`src/rtl/seg7_pkg.sv`:
```
// Shared types, glyph constants and FSM encoding for the 7-segment capture decoder.
package seg7_pkg;

  localparam int unsigned SEG_W      = 7;
  localparam int unsigned NIB_W      = 4;
  localparam int unsigned NUM_DIGITS = 6;
  localparam int unsigned DATA_W     = NIB_W * NUM_DIGITS;
  localparam int unsigned SMP_W      = SEG_W * NUM_DIGITS;
  localparam int unsigned STAB_W     = 8;

  typedef logic [SEG_W-1:0] seg7_t;
  typedef logic [NIB_W-1:0] nibble_t;

  // Active-high segment patterns, bit6=g .. bit0=a
  localparam seg7_t SEG7_GLYPH_0 = 7'h3F;
  localparam seg7_t SEG7_GLYPH_1 = 7'h06;
  localparam seg7_t SEG7_GLYPH_2 = 7'h5B;
  localparam seg7_t SEG7_GLYPH_3 = 7'h4F;
  localparam seg7_t SEG7_GLYPH_4 = 7'h66;
  localparam seg7_t SEG7_GLYPH_5 = 7'h6D;
  localparam seg7_t SEG7_GLYPH_6 = 7'h7D;
  localparam seg7_t SEG7_GLYPH_7 = 7'h07;
  localparam seg7_t SEG7_GLYPH_8 = 7'h7F;
  localparam seg7_t SEG7_GLYPH_9 = 7'h6F;
  localparam seg7_t SEG7_GLYPH_A = 7'h77;
  localparam seg7_t SEG7_GLYPH_B = 7'h7C;
  localparam seg7_t SEG7_GLYPH_C = 7'h39;
  localparam seg7_t SEG7_GLYPH_D = 7'h5E;
  localparam seg7_t SEG7_GLYPH_E = 7'h79;
  localparam seg7_t SEG7_GLYPH_F = 7'h71;

  typedef enum logic [0:0] {
    ST_WAIT = 1'b0,
    ST_PEND = 1'b1
  } cap_state_e;

  typedef struct packed {
    logic [NUM_DIGITS-1:0] err;
    logic [DATA_W-1:0]     data;
  } cap_word_t;

  // Bring raw display bits to lit-is-one form
  function automatic logic [SMP_W-1:0] seg_normalise(input logic [SMP_W-1:0] raw,
                                                     input logic active_low);
    return active_low ? ~raw : raw;
  endfunction

endpackage

```
`src/rtl/seg7_hex_dec.sv`:
```
// Combinational decode of one active-high 7-segment pattern back to its hex nibble.
module seg7_hex_dec
  import seg7_pkg::*;
(
  input  seg7_t   seg,
  output nibble_t nib_c,
  output logic    err_c
);

  // Anything that is not one of the 16 glyphs (blank included) decodes to 0 with err set
  always_comb begin
    nib_c = '0;
    err_c = 1'b0;
    case (seg)
      SEG7_GLYPH_0: nib_c = 4'h0;
      SEG7_GLYPH_1: nib_c = 4'h1;
      SEG7_GLYPH_2: nib_c = 4'h2;
      SEG7_GLYPH_3: nib_c = 4'h3;
      SEG7_GLYPH_4: nib_c = 4'h4;
      SEG7_GLYPH_5: nib_c = 4'h5;
      SEG7_GLYPH_6: nib_c = 4'h6;
      SEG7_GLYPH_7: nib_c = 4'h7;
      SEG7_GLYPH_8: nib_c = 4'h8;
      SEG7_GLYPH_9: nib_c = 4'h9;
      SEG7_GLYPH_A: nib_c = 4'hA;
      SEG7_GLYPH_B: nib_c = 4'hB;
      SEG7_GLYPH_C: nib_c = 4'hC;
      SEG7_GLYPH_D: nib_c = 4'hD;
      SEG7_GLYPH_E: nib_c = 4'hE;
      SEG7_GLYPH_F: nib_c = 4'hF;
      default:      err_c = 1'b1;
    endcase
  end

endmodule

```
`src/rtl/seg7_capture_dec.sv`:
```
// Samples six 7-segment buses, waits for a stable display and hands each new decoded word out over valid/ready.
// Optional macro SEG7_CAPTURE_ERRCNT_EN adds a saturating count of accepted words carrying illegal digits.
module seg7_capture_dec
  import seg7_pkg::*;
#(
  parameter int unsigned STABLE_CYCLES  = 4,
  parameter bit          SEG_ACTIVE_LOW = 1'b1
) (
  input  logic              clk,
  input  logic              rst,
  input  logic [SEG_W-1:0]  HEX5,
  input  logic [SEG_W-1:0]  HEX4,
  input  logic [SEG_W-1:0]  HEX3,
  input  logic [SEG_W-1:0]  HEX2,
  input  logic [SEG_W-1:0]  HEX1,
  input  logic [SEG_W-1:0]  HEX0,
  output logic              out_valid,
  input  logic              out_ready,
  output logic [DATA_W-1:0] out_data,
  output logic [NUM_DIGITS-1:0] out_err
`ifdef SEG7_CAPTURE_ERRCNT_EN
  ,
  output logic [15:0]       err_cnt
`endif
);

  localparam logic [STAB_W-1:0] STAB_MAX = STAB_W'(STABLE_CYCLES);
  localparam logic [STAB_W-1:0] STAB_THR = STAB_W'(STABLE_CYCLES - 1);

  logic [SMP_W-1:0]      raw_norm_c;
  logic [SMP_W-1:0]      smp_q, smp_d;
  logic [STAB_W-1:0]     stab_cnt_q, stab_cnt_d;
  logic                  stable_c;
  logic [DATA_W-1:0]     dec_data_c;
  logic [NUM_DIGITS-1:0] dec_err_c;
  cap_word_t             dec_word_c;
  cap_state_e            state_q, state_d;
  logic                  out_valid_q, out_valid_d;
  cap_word_t             out_word_q, out_word_d;
  cap_word_t             last_sent_q, last_sent_d;
  logic                  first_done_q, first_done_d;
  logic                  accept_c;

  assign raw_norm_c = seg_normalise({HEX5, HEX4, HEX3, HEX2, HEX1, HEX0}, SEG_ACTIVE_LOW);

  // Count consecutive identical samples of the whole display, saturating at the window length
  always_comb begin
    smp_d      = raw_norm_c;
    stab_cnt_d = '0;
    if (raw_norm_c == smp_q) begin
      stab_cnt_d = (stab_cnt_q >= STAB_MAX) ? STAB_MAX : stab_cnt_q + STAB_W'(1);
    end
  end

  assign stable_c = (stab_cnt_q >= STAB_THR);

  for (genvar i = 0; i < NUM_DIGITS; i++) begin : g_dig
    seg7_hex_dec u_dec (
      .seg   (smp_q[i*SEG_W +: SEG_W]),
      .nib_c (dec_data_c[i*NIB_W +: NIB_W]),
      .err_c (dec_err_c[i])
    );
  end

  assign dec_word_c = '{err: dec_err_c, data: dec_data_c};
  assign accept_c   = out_valid_q && out_ready;

  // Emit a stable word only if it differs from the last accepted one (or nothing was accepted yet)
  always_comb begin
    state_d      = state_q;
    out_valid_d  = out_valid_q;
    out_word_d   = out_word_q;
    last_sent_d  = last_sent_q;
    first_done_d = first_done_q;
    case (state_q)
      ST_WAIT: begin
        if (stable_c && (!first_done_q || (dec_word_c != last_sent_q))) begin
          out_word_d  = dec_word_c;
          out_valid_d = 1'b1;
          state_d     = ST_PEND;
        end
      end
      ST_PEND: begin
        if (accept_c) begin
          last_sent_d  = out_word_q;
          first_done_d = 1'b1;
          out_valid_d  = 1'b0;
          state_d      = ST_WAIT;
        end
      end
      default: state_d = ST_WAIT;
    endcase
  end

  always_ff @(posedge clk or posedge rst) begin
    if (rst) begin
      smp_q        <= '0;
      stab_cnt_q   <= '0;
      state_q      <= ST_WAIT;
      out_valid_q  <= 1'b0;
      out_word_q   <= '0;
      last_sent_q  <= '0;
      first_done_q <= 1'b0;
    end else begin
      smp_q        <= smp_d;
      stab_cnt_q   <= stab_cnt_d;
      state_q      <= state_d;
      out_valid_q  <= out_valid_d;
      out_word_q   <= out_word_d;
      last_sent_q  <= last_sent_d;
      first_done_q <= first_done_d;
    end
  end

  assign out_valid = out_valid_q;
  assign out_data  = out_word_q.data;
  assign out_err   = out_word_q.err;

`ifdef SEG7_CAPTURE_ERRCNT_EN
  localparam int unsigned ERRCNT_W = 16;

  logic [ERRCNT_W-1:0] err_cnt_q, err_cnt_d;

  // Accepted words with any illegal digit, held at all-ones once full
  always_comb begin
    err_cnt_d = err_cnt_q;
    if (accept_c && (out_word_q.err != '0) && (err_cnt_q != '1)) begin
      err_cnt_d = err_cnt_q + ERRCNT_W'(1);
    end
  end

  always_ff @(posedge clk or posedge rst) begin
    if (rst) begin
      err_cnt_q <= '0;
    end else begin
      err_cnt_q <= err_cnt_d;
    end
  end

  assign err_cnt = err_cnt_q;
`endif

endmodule

```
`config.mk`:
```
export PLATFORM = sky130hd
export DESIGN_NAME = seg7_capture_dec
export DESIGN_NICKNAME = d
export VERILOG_FILES = /design/src/rtl/seg7_pkg.sv /design/src/rtl/seg7_hex_dec.sv /design/src/rtl/seg7_capture_dec.sv
export SDC_FILE = /design/constraint.sdc
export NUM_CORES = 1
export LEC_CHECK = 0
export ABC_AREA = 1
export CORE_MARGIN = 2
export CORE_UTILIZATION = 57
export CTS_CLUSTER_SIZE = 16
export DETAILED_ROUTE_END_ITERATION = 16
export PLACE_DENSITY_LB_ADDON = 0.05
export SETUP_SLACK_MARGIN = 0.3
export SYNTH_ARGS = -nofsm -noshare
export SYNTH_HDL_FRONTEND = slang
export SYNTH_SLANG_ARGS = --single-unit
```
`constraint.sdc`:
```
create_clock -name clk -period 4.6 [get_ports clk]
set_input_delay 0.69 -clock clk [delete_from_list [all_inputs] [get_ports clk]]
set_output_delay 0.69 -clock clk [all_outputs]
set_load 0.02 [all_outputs]
```
== Word-level counts from Yosys, hierarchy flattened ==
Index checks and enable logic that the tools add are counted.
Word-level totals
  register bits: 113
  output and inout port bits: 31
  input port bits: 45
  word-level logic and storage cells: 147
Operators by class
  multiplexer cells: 20
  reduce and logical (&&, ||, !) cells: 13
  order comparisons: 2
  bitwise logic cells: 2
  eq/ne operators: 100
  $add $sub $neg: 1
Operator list (number)
  $eq A7 B7 Y1 const B: 72
  $pmux W4 S15: 6
  $reduce_or A16 Y1: 6
  $eq A7 B3 Y1 const B: 12
  $eq A7 B6 Y1 const B: 12
  $eq A42 B42 Y1: 1
  $not A42 Y42: 1
  $ne A30 B30 Y1: 1
  $mux W8: 2
  $mux W1: 10
  $add A8 B1 Y8 const B: 1
  $ge A8 B2 Y1 const B: 1
  $ge A8 B3 Y1 const B: 1
  $reduce_and A2 Y1: 3
  $pmux W1 S2: 2
  $logic_and A1 B1 Y1: 2
  $ne A2 B1 Y1 const B: 1
  $ne A2 B2 Y1 const B: 1
  $logic_not A1 Y1: 1
  $logic_or A1 B1 Y1: 1
  $not A1 Y1: 1

== Depth between registers and ports, before layout ==
Gate-level depths: netlist of run 1.
  depth after elaboration: 8
  gate-level depth with buffers: 19
  gate-level depth less buffers: 18

== Hierarchy ==
A second synthesis of run 1 with hierarchy kept.
Unflattened totals
  cell total of the unflattened synthesis: 1013
  area, all modules: 6874.1 um^2
By module, submodules not included
  seg7_capture_dec: area each 4997.3 um^2, cells each 599, seq. area each 2827.7 um^2, times used 1
  seg7_hex_dec: area each 312.8 um^2, cells each 69, seq. area each 0.0 um^2, times used 6

== Worst setup path after synthesis of run 1 ==
Ideal clock, no wire load.
  path type: register to register
  start point: reg smp_q[5]
  end point: reg out_word_q (netlist bit out_data[10])
  arrival time: 1875 ps
  cell stages (with the launch flop): 18
  library setup time: 66 ps
  clock period less this slack: 1941 ps
  setup slack: 2659 ps
  data required time: 4534 ps
  path buffers: 2
  cell sequence: dfrtp_1 buf_2 nand2_1 nor2_4 nand3_2 nand2_1 nor2_1 nand2_1 nand2_1 nand2_1 nor2_1 nand3_1 nor2_1 nand4_2 nand2_2 buf_6 nand2_1 nand2_1
On the way
  cells in the longest elaborated chain, start to end: 7
  elaborated cells between the ends (all ways): 23
  classes of those cells: eq/ne: 17; mux: 2; reduce/logical: 4
RTL lines
  start: declaration: line seg7_capture_dec.sv:31  | logic [SMP_W-1:0] smp_q, smp_d;
  start signal: assignment: line seg7_capture_dec.sv:105  | smp_q <= smp_d;
  $eq A7 B6 Y1, or another cell as far along: line seg7_hex_dec.sv:14  | case (seg)
  $reduce_or A16 Y1 (no line)
  $mux W1: line seg7_hex_dec.sv:14
  $ne A30 B30 Y1 (*): line seg7_capture_dec.sv:77  | if (stable_c && (!first_done_q || (dec_word_c != last_sent_q))) begin
  $logic_or A1 B1 Y1 (*): line seg7_capture_dec.sv:77
  $logic_and A1 B1 Y1 (*): line seg7_capture_dec.sv:77
  $reduce_and A2 Y1 (no line) (*)
  end signal: assignment: line seg7_capture_dec.sv:109  | out_word_q <= out_word_d;
  end: declaration: line seg7_capture_dec.sv:39  | cap_word_t out_word_q, out_word_d;
Mark *: on every way between the ends. The rest lies on a longest branch, timed or not.
A chain may end at the register's enable or synchronous reset.

== Final worst setup path of run 1 ==
  start point: reg smp_q[41]
  end point: reg out_word_q (netlist bit out_data[21])
On the way
  cells in the longest elaborated chain, start to end: 7
  elaborated cells between the ends (all ways): 23
  classes of those cells: eq/ne: 17; mux: 2; reduce/logical: 4
RTL lines (line)
  $eq A7 B6 Y1, or another cell as far along: seg7_hex_dec.sv:14
  $reduce_or A16 Y1 (no line)
  $mux W1: seg7_hex_dec.sv:14
  $ne A30 B30 Y1: seg7_capture_dec.sv:77
  $logic_or A1 B1 Y1: seg7_capture_dec.sv:77
  $logic_and A1 B1 Y1: seg7_capture_dec.sv:77
  $reduce_and A2 Y1 (no line)
Parallel ways exist; a longest one is shown, timed or not.

==> impl_metrics.tcl, run 1 <==
set metrics [dict create \
    grt_use_total 0.306 \
    drc 0 \
    tightest_slew_ns 0.709 \
    rsz0062_at_grt "false" \
    leakage_nw 4.54 \
    post-route-period-util 0.654 \
    worst_path_largest_cell_delay_ns 0.51 \
    crit_path_end_kind "flop" \
    finalNetCount 1141 \
    drt-initial-drc-count 506 \
    placed_cells 1218 \
    cts.repair.resized 0 \
    grt_start_max_net_pins 65 \
    numClockSinks 113 \
    report.final.hold_viol_count 0 \
    tns_ns 0 \
    worst_path_dominant_cell_family "simple AND/OR/NAND/NOR gates" \
    final-setup-viol-count 0 \
    synthesis.instances 1013 \
    initial_core_util 0.588 \
    area.growth.synth_to_final_pct 21.8 \
    cts_setup_buffers 0 \
    report.power.total_w 0.00362 \
    clock_tree.buffer_depth 2 \
    cp_data_arrival_time_ns 3.31 \
    place_worst_setup_slack_ns 1.70 \
    cell_breakdown_of_the_critical_path "nand2_2 -> nor2_1 -> nand2_1 -> nand2_1 -> nor2_1 -> nand2_1 -> xor2_1 -> nand3_1 -> nor2_1 -> nand4_2 -> buf_4 -> nand2_2 -> nand2_1 -> nand2_1" \
    number_of_global_route_vias_before_repair 6351 \
    max_cap_viol_count 0 \
    post_route_cells_drive_above_1_share 0.0615 \
    cts_root_buf "clkbuf_16" \
    io_buffer_count 75 \
    antenna_found_initial 0 \
    global_route_wire_length_before_repair_um 30600 \
    setup.worst_path.start_class "flop" \
    antenna_cells 0 \
    clk_latency_ns 0.42 \
    hp-class "reg -> reg" \
    cts_tree "yes" \
    detail_route.first_pass.iterations 6 \
    period_needed_ns 3.01 \
    timing.fmax_mhz 333 \
    ys_seq_elements 113 \
    drt-vias-per-instance 5.31 \
    routed_wire_length_um 18100 \
    cts_inserted_buffers 17 \
    commonest_non_fill_non_tap_cell_in_the_layout "nand2_1" \
    post_synth_instance_area_um2 6750 \
    cts.hold.buffers_added 0 \
    critical_path.n_buffers_inverters 1 \
    floorplan.rows 39 \
    coreArea_um2 11500 \
    route.detailed.wl_per_inst_um 14.5 \
    fin_ws_ns 1.59 \
    post_synth_num_cell_types 32 \
    cp.required_ns 4.90 \
    run_status "completed" \
    finClkSkew_ns 0.00581 \
    relSlewSlack 0.526 \
    dp_hpwl_um 13000 \
    p_clk_frac 0.362 \
    post_synth.cell_area_avg_um2 6.66 \
    timing_worst_setup_path_type "reg -> reg" \
    dpl_cell_area_um2 7630 \
    drv_slew 0 \
    clkSlewWorstSetupHoldPaths_ns 0.05 \
    yosysSeqAreaShare 0.419 \
    worst_path_max_delay_cell "nand2_2" \
    ctsHtreeMaxLevel 4 \
    worst_ir_drop_vdd_v 0.000396 \
    die_w_um 113 \
    ant_nets 0 \
    yosys_warnings 0 \
    mostFrequentLayoutCells "nand2_1 (384), nor2_1 (136), inv_1 (126)" \
    layout.cells.non_filler 1249 \
    crit_fanout 32 \
    p_comb_frac 0.271 \
    final_area_um2 8220 \
    gp_congestion 0.967 \
    filler_cell_count 1004 \
    pin_count 76 \
    grt_remaining_overflow 0 \
    power_density_nw_per_um2 441 \
    switching_power_w 0.00122 \
    die_outline_height_um 113 \
    path_common_cell "nand2_1" \
    num_vias 6631 \
    die_area_um2 12700 \
    switching_share 0.337 \
    sequentialPowerShare 0.367 \
    intPower_w 0.00240 \
]
sequential cells by signal (all words and copies together) (netlist names):
name          flops
out_data         24
state_q           1
out_err           6
first_done_q      1
smp_q            42
stab_cnt_q        8
out_valid         1
last_sent_q      30
cell families after synthesis:
logic type	share of synthesized area
simple gates	0.415
fa+ha+maj	0.00371
compound gates	0.0434
buf+inv	0.0937
flops	0.419
xor+xnor	0.0247
other cells	0.000556
routing by layer:
layer / up-vias / routed length (um) / track usage
li1: 3302 / - / -
met1: 3041 / 7660 / 0.394
met2: 242 / 8550 / 0.505
met3: 46 / 1300 / 0.0712
met4: 0 / 563 / 0.116
met5: - / 0 / 0
metrics by stage:
| stage | hold WS, ns | util |
|---|---|---|
| 6_report | 0.484 | 0.717 |
| 5_1_grt | 0.511 | 0.717 |
| 4_1_cts | 0.484 | 0.717 |
| 3_5_place_dp | 0.460 | 0.665 |
| 3_3_place_gp | 0.456 | 0.665 |
| 2_1_floorplan | 0.428 | - |
worst register-to-register path, stage by stage (launching register included):
cell     delay [ns]
dfrtp_1        0.45
nand2_2        0.13
nor2_1         0.06
nand2_1        0.09
nand2_1        0.07
nor2_1         0.35
nand2_1        0.17
xor2_1         0.17
nand3_1        0.10
nor2_1         0.07
nand4_2        0.08
buf_4          0.34
nand2_2        0.52
nand2_1        0.23
nand2_1        0.07
power groups by stage:
stage	combinational (W)	clock (W)	sequential (W)
floorplan	0.000567	0	0.00139
global placement	0.000957	0	0.00133
detailed placement	0.000973	0	0.00134
CTS	0.000980	0.00132	0.00133
global route	0.00111	0.00137	0.00135
finish	0.000981	0.00131	0.00133
synth_stat cells (all sizes together):
library cell / number / share of area
a221oi: 6 / 0.0078
a22oi: 1 / 0.0011
and3: 1 / 0.00093
buf: 15 / 0.014
clkbuf: 6 / 0.0033
conb: 1 / 0.00056
dfrtp: 113 / 0.42
ha: 2 / 0.0037
inv: 137 / 0.076
nand2: 387 / 0.22
nand3: 90 / 0.069
nand3b: 8 / 0.0089
nand4: 16 / 0.016
nor2: 149 / 0.088
nor3: 13 / 0.0096
nor4: 3 / 0.0028
o211a: 2 / 0.0030
o21ai: 35 / 0.026
o22ai: 6 / 0.0056
or2: 3 / 0.0028
xnor2: 5 / 0.0065
xor2: 14 / 0.018
area by class of cell:
| cell class | count | area (um^2) | area share |
|---|---|---|---|
| clock buffer | 22 | 484 | 0.0589 |
| clock inverter | 9 | 106 | 0.0129 |
| inverter | 137 | 517 | 0.0629 |
| multi-input combinational | 746 | 3310 | 0.403 |
| sequential | 113 | 2830 | 0.344 |
| tap | 143 | 179 | 0.0218 |
| timing repair buffer | 79 | 793 | 0.0965 |
final timing paths:
check / start / endpoint / slack [ns] / cells past startpoint
worst min register to register: first_done_q / first_done_q / 0.48 / 1
worst max register to register: smp_q[41] / out_data[21] / 1.59 / 14
min in group asynchronous: rst / smp_q[39] / 0.71 / 2
worst max-delay path: smp_q[41] / out_data[21] / 1.59 / 14
worst min-delay path: first_done_q / first_done_q / 0.48 / 1
max in group asynchronous: rst / last_sent_q[6] / 3.11 / 3
(Power assumes the default switching activity.)
==> inputs of run 2 (changes only) <==
clock period = 2.92 ns   (was 4.6 ns; I/O delays follow)
==> run 2 against run 1 <==
Final cell count up 0.16%. Largest cell class unchanged. Global-route usage about the same. Critical endpoint is now out_data[2]. Fmax up 22%. Sequential power up 57%. Combinational power up 63%. Highest routed layer unchanged. Critical path depth unchanged. Wire length up 0.74%.
==> impl_metrics.tcl, run 2 (synthesized netlist as in run 1, its figures left out) <==
set metrics [dict create \
    crit_fanout 30 \
    grt_start_max_net_pins 67 \
    intPower_w 0.00371 \
    cp_data_arrival_time_ns 2.75 \
    detail_route.first_pass.iterations 8 \
    clk_latency_ns 0.41 \
    die_w_um 113 \
    numClockSinks 113 \
    antenna_cells 0 \
    grt_remaining_overflow 0 \
    cp.required_ns 3.21 \
    regToRegEndpoint "out_data[2]" \
    cts_inserted_buffers 17 \
    mostFrequentLayoutCells "nand2_1 (384), nor2_1 (131), inv_1 (126)" \
    final-setup-viol-count 0 \
    setup.worst_path.start_class "flop" \
    filler_cell_count 960 \
    relSlewSlack 0.643 \
    switching_power_w 0.00190 \
    worst_ir_drop_vdd_v 0.000704 \
    drt-vias-per-instance 5.28 \
    tightest_slew_ns 0.536 \
    power_density_nw_per_um2 679 \
    coreArea_um2 11500 \
    finalNetCount 1144 \
    report.final.hold_viol_count 0 \
    reg2reg_depth 14 \
    routed_wire_length_um 18200 \
    r2r-start "smp_q[13]" \
    ant_nets 0 \
    rrSetupSlack_ns 0.46 \
    largest_register_ff_count 42 \
    clkSlewWorstSetupHoldPaths_ns 0.05 \
    drt-initial-drc-count 610 \
    post-route-period-util 0.841 \
    number_of_global_route_vias_before_repair 6504 \
    commonest_non_fill_non_tap_cell_in_the_layout "nand2_1" \
    floorplan.rows 39 \
    die_outline_height_um 113 \
    num_vias 6601 \
    cts_root_buf "clkbuf_16" \
    antenna_found_initial 0 \
    route.detailed.wl_per_inst_um 14.5 \
    p_comb_frac 0.286 \
    pin_count 76 \
    switching_share 0.338 \
    drv_slew 0 \
    register_with_the_most_flip_flops "smp_q" \
    rsz0062_at_grt "false" \
    sequentialPowerShare 0.374 \
    global_route_wire_length_before_repair_um 30600 \
    max_cap_viol_count 0 \
    period_needed_ns 2.46 \
    p_clk_frac 0.340 \
    leakage_nw 4.54 \
    drc 0 \
    multi_input_comb_area_um2 3350 \
    hp-class "in -> async" \
    ff_latch_area_um2 2840 \
    cts.hold.buffers_added 0 \
    placed_cells 1220 \
    tns_ns 0 \
    die_area_um2 12700 \
    ctsHtreeMaxLevel 4 \
    gp_congestion 0.948 \
    crit_path_end_kind "flop" \
    initial_core_util 0.588 \
    dp_hpwl_um 13500 \
    cts_tree "yes" \
    grt_use_total 0.306 \
    timing_worst_setup_path_type "reg -> reg" \
    io_buffer_count 75 \
    run_status "completed" \
    finClkSkew_ns 0.00894 \
    layout.cells.non_filler 1251 \
    timing.fmax_mhz 407 \
    area.growth.synth_to_final_pct 22.4 \
    clock_tree.buffer_depth 2 \
    post_route_cells_drive_above_1_share 0.0722 \
]
[run 2: changes by cell type in the layout (fill, tap and decap cells not counted), sizes merged]
| cell | previous run | this run |
|---|---|---|
| buf | 4 | 7 |
| clkbuf | 22 | 25 |
| clkinv | 4 | 2 |
| bufinv | 2 | 1 |
| inv | 137 | 136 |
[run 2: worst max-delay path: stages, from the launching register on]
cell and delay (ns):
dfrtp_1 0.53, inv_2 0.07, nor2_2 0.20, nand3_1 0.14, nand3_1 0.15, inv_1 0.06
nand2_1 0.12, nor2_1 0.10, nor2_1 0.11, nand3_1 0.13, nor2_1 0.15, nand4_2 0.15
buf_6 0.23, nand3_1 0.11, nand2_1 0.07
[run 2: metal layers]
metal / up-vias / share of wire / wire [um] / track usage
met5: - / 0 / 0 / 0
met4: 0 / 0.039 / 704 / 0.134
met3: 47 / 0.059 / 1070 / 0.0568
met2: 220 / 0.47 / 8620 / 0.512
met1: 3034 / 0.43 / 7810 / 0.388
li1: 3300 / - / - / -
[run 2: what timing repair did]
item | CTS | global route
setup buffers | 0 | 1
endpoints found under the setup margin | 0 | 32
resized for setup | 0 | 18
[run 2: per-stage QoR]
stage          cell area [um^2]  utilization  power [W]  worst slack [ns]  hold WS, ns
2_1_floorplan              6760            -    0.00308             0.979        0.428
5_1_grt                    8250        0.720    0.00591             0.299        0.307
3_5_place_dp               7660        0.668    0.00367             0.430        0.454
6_report                   8250        0.720    0.00560             0.464        0.298
3_3_place_gp               7660        0.668    0.00366             0.463        0.454
4_1_cts                    8200        0.715    0.00560             0.414        0.296
[run 2: worst max-delay path by stage]
stage                          from           end  slack, ns
after global placement    smp_q[41]   out_data[0]       0.46
after global routing      smp_q[26]   out_data[9]       0.30
after detailed placement  smp_q[41]   out_data[9]       0.43
after CTS                 smp_q[41]   out_data[9]       0.41
final                     smp_q[13]   out_data[2]       0.46
after floorplan            smp_q[5]  out_data[10]       0.98
[run 2: final cells by class]
cell class,count,share of cell area
Clock buffer,25,0.0588
Clock inverter,5,0.00667
Inverter,137,0.0628
Multi-Input combinational cell,746,0.405
Sequential cell,113,0.344
Tap cell,143,0.0217
Timing Repair Buffer,82,0.101
[run 2: power by group through the flow]
stage | Sequential (W) | Combinational, W | Clock (W)
floorplan | 0.00218 | 0.000893 | 0
global placement | 0.00211 | 0.00155 | 0
detailed placement | 0.00211 | 0.00156 | 0
CTS | 0.00209 | 0.00158 | 0.00193
global route | 0.00213 | 0.00178 | 0.00200
finish | 0.00209 | 0.00160 | 0.00190
